File: config.mk
export PLATFORM = sky130hd
export DESIGN_NAME = sample_pacer
export DESIGN_NICKNAME = d
export VERILOG_FILES = /design/src/rtl/pacer_pkg.sv /design/src/rtl/sample_fifo.sv /design/src/rtl/sample_pacer.sv
export SDC_FILE = /design/constraint.sdc
export NUM_CORES = 1
export LEC_CHECK = 0
export ABC_AREA = 1
export CAP_MARGIN = 20
export CORE_UTILIZATION = 50
export DETAILED_ROUTE_END_ITERATION = 8
export PLACE_DENSITY = 0.76
export SYNTH_ARGS = -nofsm -noshare
export SYNTH_HDL_FRONTEND = slang
export SYNTH_HIERARCHICAL = 1
export SYNTH_SLANG_ARGS = --single-unit
File: constraint.sdc
create_clock -name clk -period 2.5 [get_ports clk]
set_input_delay 0.5 -clock clk [delete_from_list [all_inputs] [get_ports clk]]
set_output_delay 0.5 -clock clk [all_outputs]
set_load 0.005 [all_outputs]
File: src/rtl/pacer_pkg.sv
// Shared types and constants for the sample pacer.
// Holds the FSM encoding, default sizes and a clog2 helper.
package pacer_pkg;

    typedef enum logic {
        ST_IDLE = 1'b0,
        ST_RUN  = 1'b1
    } state_e;

    localparam int DEF_DATA_W   = 8;
    localparam int DEF_DEPTH    = 4;
    localparam int DEF_PERIOD_W = 8;

    // Smallest r with 2**r >= v (0 for v <= 1)
    function automatic int clog2(input int v);
        int r;
        r = 0;
        while ((1 << r) < v) begin
            r = r + 1;
        end
        return r;
    endfunction

endpackage

File: src/rtl/sample_fifo.sv
// Small synchronous FIFO with a combinational head output.
// Pointers carry one extra wrap bit to tell full from empty.
module sample_fifo
    import pacer_pkg::*;
#(
    parameter int DATA_W = DEF_DATA_W,
    parameter int DEPTH  = DEF_DEPTH
) (
    input  logic                    clk,
    input  logic                    rst,
    input  logic                    push,
    input  logic                    pop,
    input  logic [DATA_W-1:0]       din,
    output logic [DATA_W-1:0]       dout,
    output logic [clog2(DEPTH):0]   count
);

    localparam int AW = clog2(DEPTH);

    logic [DATA_W-1:0] mem_q [DEPTH];
    logic [AW:0]       wr_ptr_q;
    logic [AW:0]       wr_ptr_d;
    logic [AW:0]       rd_ptr_q;
    logic [AW:0]       rd_ptr_d;
    logic              full;
    logic              empty;
    logic              push_ok;
    logic              pop_ok;

    assign count   = wr_ptr_q - rd_ptr_q;
    assign empty   = (wr_ptr_q == rd_ptr_q);
    assign full    = (wr_ptr_q[AW] != rd_ptr_q[AW])
                  && (wr_ptr_q[AW-1:0] == rd_ptr_q[AW-1:0]);
    assign push_ok = push && !full;
    assign pop_ok  = pop && !empty;
    assign dout    = mem_q[rd_ptr_q[AW-1:0]];

    // Advance pointers on accepted push/pop
    always_comb begin
        wr_ptr_d = wr_ptr_q;
        rd_ptr_d = rd_ptr_q;
        if (push_ok) begin
            wr_ptr_d = wr_ptr_q + 1'b1;
        end
        if (pop_ok) begin
            rd_ptr_d = rd_ptr_q + 1'b1;
        end
    end

    // Pointer registers
    always_ff @(posedge clk or posedge rst) begin
        if (rst) begin
            wr_ptr_q <= '0;
            rd_ptr_q <= '0;
        end else begin
            wr_ptr_q <= wr_ptr_d;
            rd_ptr_q <= rd_ptr_d;
        end
    end

    // Storage; contents are don't-care until written
    always_ff @(posedge clk) begin
        if (push_ok) begin
            mem_q[wr_ptr_q[AW-1:0]] <= din;
        end
    end

endmodule

File: src/rtl/sample_pacer.sv
// Replays buffered samples to the filter as paced strobes.
// Each strobe drives a new value on data for one flagged cycle.
module sample_pacer
    import pacer_pkg::*;
#(
    parameter int DATA_W   = DEF_DATA_W,
    parameter int DEPTH    = DEF_DEPTH,
    parameter int PERIOD_W = DEF_PERIOD_W
) (
    input  logic                  clk,
    input  logic                  rst,
    input  logic [DATA_W-1:0]     s_data,
    input  logic                  s_valid,
    output logic                  s_ready,
    input  logic                  enable,
    input  logic [PERIOD_W-1:0]   period,
    input  logic                  clear_underrun,
    output logic [DATA_W-1:0]     data,
    output logic                  input_data_flag,
    output logic [clog2(DEPTH):0] fifo_count,
    output logic                  underrun
);

    localparam int CW = clog2(DEPTH) + 1;
    localparam logic [CW-1:0] DEPTH_C = CW'(DEPTH);
    localparam logic [PERIOD_W-1:0] ONE_P = PERIOD_W'(1);

    state_e              state_q;
    state_e              state_d;
    logic [PERIOD_W-1:0] cnt_q;
    logic [PERIOD_W-1:0] cnt_d;
    logic [DATA_W-1:0]   data_q;
    logic [DATA_W-1:0]   data_d;
    logic                flag_q;
    logic                flag_d;
    logic                underrun_q;
    logic                underrun_d;

    logic [CW-1:0]       count;
    logic [DATA_W-1:0]   head;
    logic                push;
    logic                pop;
    logic                have_data;
    logic [PERIOD_W-1:0] period_eff;
    logic [PERIOD_W-1:0] reload;

    assign s_ready    = (count < DEPTH_C);
    assign push       = s_valid && s_ready;
    assign have_data  = (count != '0);
    assign period_eff = (period == '0) ? ONE_P : period;
    assign reload     = period_eff - ONE_P;

    sample_fifo #(
        .DATA_W (DATA_W),
        .DEPTH  (DEPTH)
    ) u_fifo (
        .clk    (clk),
        .rst    (rst),
        .push   (push),
        .pop    (pop),
        .din    (s_data),
        .dout   (head),
        .count  (count)
    );

    // Pacing FSM: pop on each slot, count down between slots
    always_comb begin
        state_d    = state_q;
        cnt_d      = cnt_q;
        data_d     = data_q;
        flag_d     = 1'b0;
        underrun_d = underrun_q && !clear_underrun;
        pop        = 1'b0;
        unique case (state_q)
            ST_IDLE: begin
                cnt_d = '0;
                if (enable && have_data) begin
                    pop     = 1'b1;
                    data_d  = head;
                    flag_d  = 1'b1;
                    cnt_d   = reload;
                    state_d = ST_RUN;
                end
            end
            ST_RUN: begin
                if (!enable) begin
                    cnt_d   = '0;
                    state_d = ST_IDLE;
                end else if (cnt_q != '0) begin
                    cnt_d = cnt_q - ONE_P;
                end else if (have_data) begin
                    pop    = 1'b1;
                    data_d = head;
                    flag_d = 1'b1;
                    cnt_d  = reload;
                end else begin
                    underrun_d = 1'b1;
                    state_d    = ST_IDLE;
                end
            end
        endcase
    end

    // State, counter and output registers
    always_ff @(posedge clk or posedge rst) begin
        if (rst) begin
            state_q    <= ST_IDLE;
            cnt_q      <= '0;
            data_q     <= '0;
            flag_q     <= 1'b0;
            underrun_q <= 1'b0;
        end else begin
            state_q    <= state_d;
            cnt_q      <= cnt_d;
            data_q     <= data_d;
            flag_q     <= flag_d;
            underrun_q <= underrun_d;
        end
    end

    assign data            = data_q;
    assign input_data_flag = flag_q;
    assign underrun        = underrun_q;
    assign fifo_count      = count;

endmodule

==> results.md <==
Timing:
- At the pin with the least slew margin, the transition time is 743 ps.
- The smallest clock period supported by the final layout is computed as 2390 ps.
- The tightest hold path in the finished design has a slack of around 400 ps.
- Setup total negative slack on the finished layout was measured at 0 ps.
- The final setup violation count is 0.
- The timing-limited maximum frequency is 419 MHz.
- Measured against its own limit, the worst slew margin works out to 50.4%.
- The number of pins exceeding their max-slew limit in the final report is 0.
- Setup repair after global routing left no endpoint under its margin.
- The share of the clock period used by the worst path after layout is a little over nine tenths.
- The hold violation total from the final report is 0.
- For the final database, setup skew stands at 8.57 ps.

Routing:
- For this run, design rule violations remaining after detail routing come to 0.
- After detailed routing, the average wire length per cell comes to 13.0 um.
- Using the TritonRoute via totals, the vias-per-cell ratio works out to between 5 and 6.
- The overall via count from detail_route is around 2200.
- The post-route antenna net violation count is 0.
- For this block, the initial DRC count from the detailed router was approximately 110.
- The first TritonRoute pass finished after 6 iterations.
- The overall routed net length is around 5800 um.

Critical path:
- STA classifies the critical path endpoint as an output pin.
- The number of buffers and inverters on the critical path is 4.
- The critical path is of the reg -> out type.
- Walking the worst path, the cells encountered are inv_2 > ha_1 > inv_1 > fa_2 > xor2_2 > buf_4 > dlygate4sd2_1.
- STA classifies the critical path startpoint as a flop.
- The kind of cell with the highest combined delay on the critical path is buffers and inverters.
- In this design, the stage delay of the slowest critical-path cell is a little under 400 ps.
- Data on the critical path is required at its endpoint by about 2000 ps.
- The worst path arrival time is 1890 ps.
- The slowest cell on the critical path is dfrtp_1.
- Along the worst path, the maximum fanout reaches 2.

Clocking:
- The longest clock path from root to sink contains 2 buffers.
- The H-tree was split into 3 levels.
- The CTS sink count is 57.
- The cell at the root of the clock tree is clkbuf_8.
- The number of buffers inserted for hold repair after clock tree synthesis is 0.
- After clock tree synthesis, the clock-pin slew on the worst setup and hold paths is roughly 70 ps.
- For the worst-skew pair, the clock arrives at the later sink with an insertion delay of 340 ps.
- In this run, CTS created clock tree buffers numbering 9.
- The TritonCTS clock tree is done.

Yosys:
- The synthesized instance count is ~310.
- Multiplexer cells account for 0% of the synthesized area.
- Ranked by total cell area, the synthesized netlist is headed by edfxtp_1 (33%), dfrtp_1 (21%), nand2_1 (8.0%).
- The portion of synthesized cell area occupied by the leading cell type is about 33%.
- The synthesis warning total is 6.
- The count of distinct cell types in the synthesized netlist is 29.
- Of the synthesized area, sequential elements account for between 50% and 60%.
- The summed instance area of the synthesized netlist is roughly 2900 sq um.
- The XOR/XNOR share of the synthesized area is 2.11%.
- The area share of and/or/nand/nor cells after synthesis is around a fifth.
- The synthesized-area fraction occupied by ao, oa, aoi and oai cells is about a tenth.
- The average size of a mapped cell is between 9 and 10 sq um.
- Synthesis inferred 57 register bits.
- By area, the combinational part of the netlist is dominated by simple AND/OR/NAND/NOR gates.
- The synthesized design spends more area on one cell type than any other, namely edfxtp_1.
- The synthesized net count is between 300 and 400.
- The post-synthesis share of cell area spent on full adders, half adders and majority gates is 4.98%.

Global routing:
- The first global-routing pass estimated approximately 9600 um of wire.
- Entering global routing, the biggest net connects 20 pins.
- The initial antenna violation count is 0.
- The overall track demand over capacity in global routing is approximately a fifth.
- Summed over all layers, the global routing overflow is 0.
- The via count of the first global-routing pass came to 2149.

Power:
- The sum of internal, switching and leakage power is roughly 4.5 mW.
- The leakage power is 1.65 nW.
- In this run the power density over the cells is 1250 nW/um^2.
- The worst-case IR drop observed on VDD is 0.792 mV.

Final layout:
- In the final layout, the share of cells above drive strength 1 is 13.7%.
- The register cell area after layout is 1590 sq um.
- The number of antenna diodes in the final layout is 0.
- The post-synthesis to final-layout area growth is 23.5%.
- In the final layout, the multi-input gates occupy roughly 1100 sq um.
- The count of nets after finishing is between 300 and 400.
- After filler insertion, the fill cell instance count of the layout stands at between 400 and 500.

Floorplanning:
- The die covers 6130 sq um.
- The boundary pin count is 35.
- The area inside the core boundary is about 5600 sq um.
- The vertical extent of the die is between 70 and 80 um.
- The initial utilization of the core area, before any placement, comes to about 52%.
- In this run the horizontal extent of the chip is 78.3 um.
- After floorplanning, the core was divided into 27 placement rows.

Min path:
- The worst min-delay path category is in -> async.

Placement:
- The count of input and output buffers is 34.
- The placer's final routability congestion estimate is ~0.85.
- Detailed placement ended at an HPWL of approximately 4100 um.

Flow run:
- The tool flagged a number of max-cap violations equal to 0.

Run status:
- The run finished with clean final reports.
## power breakdown
group	total (mW)	switching (mW)	leakage, nW	internal, mW
clock network	0.856	0.393	0.0929	0.463
registers	1.46	0.159	0.607	1.30
logic	2.19	1.25	0.948	0.938
total	4.50	1.80	1.65	2.70
## worst paths after layout
| check | start | endpoint | slack, ps | cells after the start |
|---|---|---|---|---|
| worst max-delay path | u_fifo/wr_ptr_q[0]$_DFFE_PP0P_ | fifo_count[2] | 110 | 7 |
| max in group asynchronous | rst | data[7]$_DFFE_PP0P_ | 1410 | 2 |
| worst min-delay path | rst | u_fifo/rd_ptr_q[2]$_DFFE_PP0P_ | 410 | 2 |
| worst min register to register | data[3]$_DFFE_PP0P_ | data[3]$_DFFE_PP0P_ | 520 | 2 |
| min in group clk | data[3]$_DFFE_PP0P_ | data[3]$_DFFE_PP0P_ | 520 | 2 |
| worst max register to register | u_fifo/wr_ptr_q[0]$_DFFE_PP0P_ | u_fifo/mem_q[3][0]$_DFFE_PP_ | 200 | 11 |
## cell families after synthesis
logic type | after synthesis
simple gates | 131
buf+inv | 59
flops | 57
compound gates | 49
fa+ha+maj | 11
xor+xnor | 7
## metrics by stage
stage          utilization (%)  setup slack (ps)  instances  area [sq um]
2_1_floorplan                -               133        314          2910
3_3_place_gp              60.6               166        424          3380
3_5_place_dp              60.6              80.6        424          3380
4_1_cts                   64.4              8.39        442          3590
5_1_grt                   64.5              15.4        443          3600
6_report                  64.5               113        443          3600
## cells in the final DEF, fill, tap and decap left out, types with 3 or more instances in the layout
master	netlist	layout
nand2_1	62	62
inv_1	49	48
nor2_1	34	34
edfxtp_1	32	32
clkdlybuf4s50_1	0	31
dfrtp_1	25	25
o21ai_0	19	19
nand3_1	19	19
buf_4	1	11
a21oi_1	10	10
ha_1	10	10
clkbuf_8	0	9
o21ai_1	8	8
o22ai_1	8	8
inv_2	5	6
xor2_1	7	6
nand2_2	4	4
nand4_1	3	3
## cell usage after synthesis, drive strengths merged
cell type / count
nand3: 22
nand4: 3
nand2: 68
clkbuf: 1
xor2: 7
dfrtp: 25
ha: 10
nor2: 35
buf: 4
o21a: 1
o22ai: 8
a21oi: 11
edfxtp: 32
o21ai: 29
nor3: 1
fa: 1
or2: 2
inv: 54
## repair_timing
item,in CTS,in global routing
pin swaps,2,1
gates resized for setup,6,2
setup buffers,2,1
setup endpoints to repair,3,2
## area by class of cell
type                            count  area share, %
Clock buffer                       10           3.55
Inverter                           54           5.64
Tap cell                           72           2.51
Clock inverter                      6           1.88
Timing Repair Buffer               46           12.1
Multi-Input combinational cell    198           30.2
Sequential cell                    57           44.1
## layer usage
metal  global-route usage (%)  up-vias  part of all wire [%]
met2                     34.6       47                    50
li1                         -     1124                     -
met3                     7.33        9                   4.6
met1                     25.1     1048                    44
met4                     8.52        0                   1.2
met5                        0        -                     0
## registers in the layout, summed over array words and instances (netlist names)
name / flops
cnt_q: 8
data: 8
input_data_flag: 1
state_q: 1
u_fifo/mem_q: 32
u_fifo/rd_ptr_q: 3
u_fifo/wr_ptr_q: 3
underrun: 1
Power figures use the tool's default switching activity.
